`config.mk`:
```
export PLATFORM = sky130hd
export DESIGN_NAME = pc_redirect_unit
export DESIGN_NICKNAME = d
export VERILOG_FILES = /design/src/rtl/pc_redirect_unit_pkg.sv /design/src/rtl/pc_redirect_unit_target_calc.sv /design/src/rtl/pc_redirect_unit.sv
export SDC_FILE = /design/constraint.sdc
export NUM_CORES = 1
export LEC_CHECK = 0
export BUFFER_PORTS_ARGS = -buffer_cell sky130_fd_sc_hd__buf_2
export CAP_MARGIN = 20
export CORE_MARGIN = 2
export CORE_UTILIZATION = 40
export CTS_CLUSTER_SIZE = 20
export DETAILED_ROUTE_END_ITERATION = 7
export GPL_ROUTABILITY_DRIVEN = 0
export HOLD_SLACK_MARGIN = 0.12
export PLACE_DENSITY = 0.74
export SETUP_SLACK_MARGIN = 0.4
export SYNTH_ARGS = -nofsm -noshare
export SYNTH_HDL_FRONTEND = slang
export SYNTH_SLANG_ARGS = --single-unit
```
`constraint.sdc`:
```
create_clock -name clk -period 3.4 [get_ports clk]
set_input_delay 0.34 -clock clk [delete_from_list [all_inputs] [get_ports clk]]
set_output_delay 0.34 -clock clk [all_outputs]
set_load 0.01 [all_outputs]
```
`src/rtl/pc_redirect_unit_pkg.sv`:
```
// Shared encodings for the next-PC select and the fetch FSM.
// Used by the branch/jump resolution logic and the PC redirect unit.
package pc_redirect_unit_pkg;

  // EX-stage next-PC select as driven by the branch/jump resolution logic
  typedef enum logic [1:0] {
    PC_4       = 2'd0,
    PC_imm     = 2'd1,
    PC_reg_imm = 2'd2,
    PC_rsvd    = 2'd3
  } pcsrc_e;

  // Fetch-side state: one idle cycle after reset, normal run, terminal halt
  typedef enum logic [1:0] {
    BOOT = 2'd0,
    RUN  = 2'd1,
    HALT = 2'd2
  } fetch_state_e;

  // True for the select codes that request a taken redirect
  function automatic logic is_redirect_sel(input pcsrc_e sel);
    return (sel == PC_imm) || (sel == PC_reg_imm);
  endfunction

endpackage

```
`src/rtl/pc_redirect_unit_target_calc.sv`:
```
// Combinational redirect target: PC-relative or register-relative (JALR,
// bit 0 cleared), plus the misalignment flag taken from target bit 1.
module pc_target_calc
  import pc_redirect_unit_pkg::*;
#(
  parameter int unsigned XLEN = 32
) (
  input  pcsrc_e            pcsrc,
  input  logic [XLEN-1:0]   pc_e,
  input  logic [XLEN-1:0]   imm_e,
  input  logic [XLEN-1:0]   regimm_e,
  output logic [XLEN-1:0]   target,
  output logic              misalign
);

  logic [XLEN-1:0] jalr_mask;

  assign jalr_mask = ~XLEN'(1);

  // Select the target; sums wrap modulo 2^XLEN
  always_comb begin
    target = pc_e + imm_e;
    case (pcsrc)
      PC_imm:     target = pc_e + imm_e;
      PC_reg_imm: target = regimm_e & jalr_mask;
      default:    target = pc_e + imm_e;
    endcase
  end

  assign misalign = target[1];

endmodule

```
`src/rtl/pc_redirect_unit.sv`:
```
// IF program counter and redirect control. Consumes the EX-stage PCSrc
// select, loads the fetch PC, and raises IF/ID and ID/EX flushes on taken
// redirects. A redirect to a target with bit 1 set halts fetch until reset.
// Optional build macro: PC_REDIRECT_PERF_EN adds saturating RedirectCnt and
// StallCnt outputs.
module pc_redirect_unit
  import pc_redirect_unit_pkg::*;
#(
  parameter int unsigned    XLEN     = 32,
  parameter logic [XLEN-1:0] RESET_PC = '0
) (
  input  logic              clk,
  input  logic              rst_n,
  input  logic [1:0]        PCSrc,
  input  logic [XLEN-1:0]   PC_E,
  input  logic [XLEN-1:0]   Imm_E,
  input  logic [XLEN-1:0]   RegImm_E,
  input  logic              StallF,
  output logic [XLEN-1:0]   PC_F,
  output logic [XLEN-1:0]   PCPlus4_F,
  output logic              FetchValid,
  output logic              FlushD,
  output logic              FlushE,
  output logic              Redirect,
  output logic              MisalignErr
`ifdef PC_REDIRECT_PERF_EN
  ,
  output logic [31:0]       RedirectCnt,
  output logic [31:0]       StallCnt
`endif
);

  fetch_state_e    state_q, state_d;
  logic [XLEN-1:0] pc_q, pc_d;
  logic            err_q, err_d;
  pcsrc_e          sel;
  logic [XLEN-1:0] target;
  logic            misalign;
  logic            flush;

  assign sel = pcsrc_e'(PCSrc);

  pc_target_calc #(
    .XLEN (XLEN)
  ) u_target (
    .pcsrc    (sel),
    .pc_e     (PC_E),
    .imm_e    (Imm_E),
    .regimm_e (RegImm_E),
    .target   (target),
    .misalign (misalign)
  );

  // Next-state, next-PC and per-cycle control outputs
  always_comb begin
    state_d    = state_q;
    pc_d       = pc_q;
    err_d      = err_q;
    FetchValid = 1'b0;
    Redirect   = 1'b0;
    flush      = 1'b0;
    case (state_q)
      BOOT: begin
        state_d = RUN;
      end
      RUN: begin
        FetchValid = 1'b1;
        if (is_redirect_sel(sel)) begin
          // Redirect takes priority over StallF
          Redirect = 1'b1;
          flush    = 1'b1;
          if (misalign) begin
            state_d = HALT;
            err_d   = 1'b1;
          end else begin
            pc_d = target;
          end
        end else if (!StallF) begin
          pc_d = pc_q + XLEN'(4);
        end
      end
      HALT: begin
        flush = 1'b1;
      end
      default: begin
        state_d = BOOT;
      end
    endcase
  end

  // State, PC and sticky error registers
  always_ff @(posedge clk or negedge rst_n) begin
    if (!rst_n) begin
      state_q <= BOOT;
      pc_q    <= RESET_PC;
      err_q   <= 1'b0;
    end else begin
      state_q <= state_d;
      pc_q    <= pc_d;
      err_q   <= err_d;
    end
  end

  assign PC_F        = pc_q;
  assign PCPlus4_F   = pc_q + XLEN'(4);
  assign FlushD      = flush;
  assign FlushE      = flush;
  assign MisalignErr = err_q;

`ifdef PC_REDIRECT_PERF_EN
  // Saturating event counters: redirect cycles, and stall cycles in RUN
  always_ff @(posedge clk or negedge rst_n) begin
    if (!rst_n) begin
      RedirectCnt <= '0;
      StallCnt    <= '0;
    end else begin
      if (Redirect && (RedirectCnt != '1))
        RedirectCnt <= RedirectCnt + 32'd1;
      if ((state_q == RUN) && StallF && !Redirect && (StallCnt != '1))
        StallCnt <= StallCnt + 32'd1;
    end
  end
`endif

endmodule

```
==> flow_metrics.py <==
metrics = {
    "outcome": {
        "outcome": "finished clean",
    },
    "worst_setup_path": {
        "reg2reg_slack_ns": 1.01,
        "cp_max_fo": 5,
        "r2r_end": "PC_F[22]",
        "worstPathCellList": "ha_2 > nand3_2 > nor2_4 > and3_1 > nand4_2 > nor2_4 > and3_1 > xor2_1 > buf_2",
        "cp-start-kind": "register",
        "cp-end-kind": "primary output",
        "crit_required_ns": 3.06,
        "slowest_stage": "dfrtp_1",
        "r2r-start": "PC_F[3]",
        "crit_path_max_incr_delay_ns": 0.41,
        "reg2reg_depth": 11,
        "critical_path_class": "reg2out",
        "cp.arrival_ns": 2.49,
    },
    "clock_network": {
        "clk_pin_slew_worst_paths_ns": 0.07,
        "numCtsBuffers": 5,
        "root_buffer": "clkbuf_8",
        "htree_levels": 2,
        "clkLatencyLatePin_ns": 0.29,
        "cts_tree": "done",
        "clockBufferDepth": 2,
        "post-cts-setup-buffer-count": 0,
        "cts_sinks": 34,
    },
    "placed_design": {
        "place_hpwl_um": 10950,
        "io_buffers": 166,
        "dp_cells": 845,
        "place_worst_setup_slack_ns": 0.4333,
    },
    "power": {
        "pwr-share-clk_pct": 9.9,
        "powerDensity_nw_per_um2": 607.6,
        "switching_share_pct": 48.98,
        "leakagePower_nw": 2.603,
        "cellInternalPower_mw": 1.640,
        "power.share.sequential_pct": 28.3,
        "ir_drop_uv": 328.4,
        "switchingPower_mw": 1.574,
        "pwr-share-comb_pct": 61.8,
    },
    "timing": {
        "tightest_slew_ns": 0.8052,
        "max_freq_ghz": 0.3537,
        "max_slew_margin_pct": 46.32,
        "fin_crit_ns": 2.827,
        "fin_worst_skew_ns": 0.004515,
        "rsz0062_at_grt": "no",
        "finalHoldViolations": 0,
        "tns_ns": 0,
        "setup_viol": 0,
        "finalCritPeriodShare_pct": 83.16,
        "slew_violations": 0,
        "fin_ws_ns": 0.5727,
    },
    "cells_and_area": {
        "fillers": 1005,
        "final_layout_size_suffix_gt1_share_pct": 27.48,
        "syn2layout_area_growth_pct": 24.76,
        "diodes": 0,
        "final_cells": 853,
        "multi_input_area_um2": 3196,
        "regArea_um2": 852.1,
        "final_nets": 854,
        "final_util_pct": 51.24,
    },
    "route": {
        "wirelength_um": 13560,
        "drt-initial-drc-count": 342,
        "viasPerCell": 5.619,
        "wl_per_cell_um": 15.89,
        "num_vias": 4793,
        "ant_nets": 0,
        "drc_errors": 0,
        "firstDrtPassIters": 5,
    },
    "yosys": {
        "yosys.area.top_type": "dfrtp_1",
        "synthMostInstantiatedCell": "a21oi_1",
        "avgSynthCellArea_um2": 7.545,
        "async_reset_ff_share_pct": 100.0,
        "ys_top_cells_by_count": "a21oi_1, nand2_1, ha_1",
        "syn-cell-area_um2": 4240,
        "synth_seq_area_share_pct": 20.06,
        "synth_area_leaders": "dfrtp_1, ha_1, a21oi_1",
        "synth_edf_count": 0,
        "ys.flop_type": "dfrtp_1",
        "netlist_instances": 562,
        "ys.warnings.count": 0,
        "ys_types": 58,
        "synth.top_cell.area_share_pct": 20.06,
        "ys_ff_latch": 34,
    },
    "grt": {
        "antenna_found_initial": 0,
        "grt_pass1_vias": 4524,
        "grt.total_usage_pct": 23.23,
        "grt_overflow": 0,
        "grt_max_degree": 45,
        "grt_pass1_wl_um": 21490,
    },
    "job": {
        "cap_violations": 0,
    },
    "floorplanning": {
        "die-area_um2": 11440,
        "die_h_um": 107.0,
        "num_io_pins": 170,
        "dieWidth_um": 107.0,
        "placeableCoreArea_um2": 10320,
        "rows": 37,
        "initial_utilization_pct": 41.07,
    },
    "min_path": {
        "hold_class": "in2async",
    },
}
-- per-layer routing --
layer / vias up / wire length (um) / global-route usage, %
li1: 2360 / - / -
met5: - / 0 / 0
met1: 2200 / 5949 / 30.62
met3: 37 / 742 / 2.188
met4: 0 / 486 / 10.30
met2: 196 / 6379 / 38.58
-- worst max path at each step --
stage	startpoint	to	slack [ns]	cells past startpoint
6_report	PC_F[3]	PCPlus4_F[26]	0.57	9
3_5_place_dp	PC_E[0]	PC_F[28]	0.43	13
5_1_grt	PC_F[3]	PCPlus4_F[22]	0.41	10
3_3_place_gp	PC_E[0]	PC_F[28]	0.47	13
4_1_cts	PC_F[2]	PCPlus4_F[26]	0.44	9
2_1_floorplan	PC_E[0]	PC_F[28]	0.92	12
-- per-stage QoR --
stage	power (mW)	instance area, um2	hold WS [ns]
after detailed placement	2.873	5185	0.4660
final	3.214	5290	0.1332
after global placement	2.818	5185	0.4590
after global routing	3.467	5290	0.2015
after CTS	3.196	5276	0.1614
after floorplan	2.091	4244	0.04441
-- cell usage in the layout, fill, tap and decap left out, types with 6 or more instances in the layout --
cell type	n
clkbuf_8	6
a31oi_1	17
xor2_1	22
a21o_1	23
nand2b_1	6
nor3_1	7
o21ai_1	6
nand3_1	17
o22ai_1	13
nor2_1	35
xnor2_1	32
inv_1	20
o21a_1	14
buf_4	10
ha_1	35
o21ai_0	27
nand2_1	58
dfrtp_1	33
buf_2	166
nand4_1	10
and3_1	11
a21oi_1	68
-- state kept, by name, indices dropped and copies added (netlist names) --
signal       flops
MisalignErr      1
PC_F            31
state_q          2
-- critical path, delay by kind of cell (launching register included) --
kind / cells / cell delay [ns]
xor gates and xnor gates: 1 / 0.16
and+or+nand+nor: 6 / 1.23
adders and majority gates: 1 / 0.26
DFF: 1 / 0.41
buffers and inverters: 1 / 0.15
-- area by class of cell --
class	instances	area share, %
inverters	20	1.419
flip-flops and latches	34	16.11
repair buffers	176	17.12
clock buffers	7	1.632
clock inverters	1	0.09461
multi-input cells	479	60.41
well taps	136	3.217
-- cells by family after synthesis --
logic type               after synthesis  share of synthesized area [%]
flip-flops                            34                          20.07
AO/OA/AOI/OAI                        213                          32.05
buffers and inverters                 50                          5.045
AND/OR/NAND/NOR                      169                          19.39
multiplexers                           3                         0.7377
XOR/XNOR                              55                          11.54
adder cells (fa/ha/maj)               37                          11.09
other                                  1                        0.08844
-- power groups by stage --
stage	registers, mW	logic, mW	clock network, mW
after floorplan	0.929	1.16	0
after global placement	0.884	1.93	0
after detailed placement	0.906	1.97	0
after CTS	0.899	1.97	0.323
after global routing	0.943	2.18	0.344
final	0.908	1.99	0.319
-- what timing repair did --
action / CTS / global route
hold buffers: 0 / 0
resized for setup: 0 / 4
endpoints found under the setup margin: 0 / 5
No activity file was read; power rests on OpenSTA's default activity.
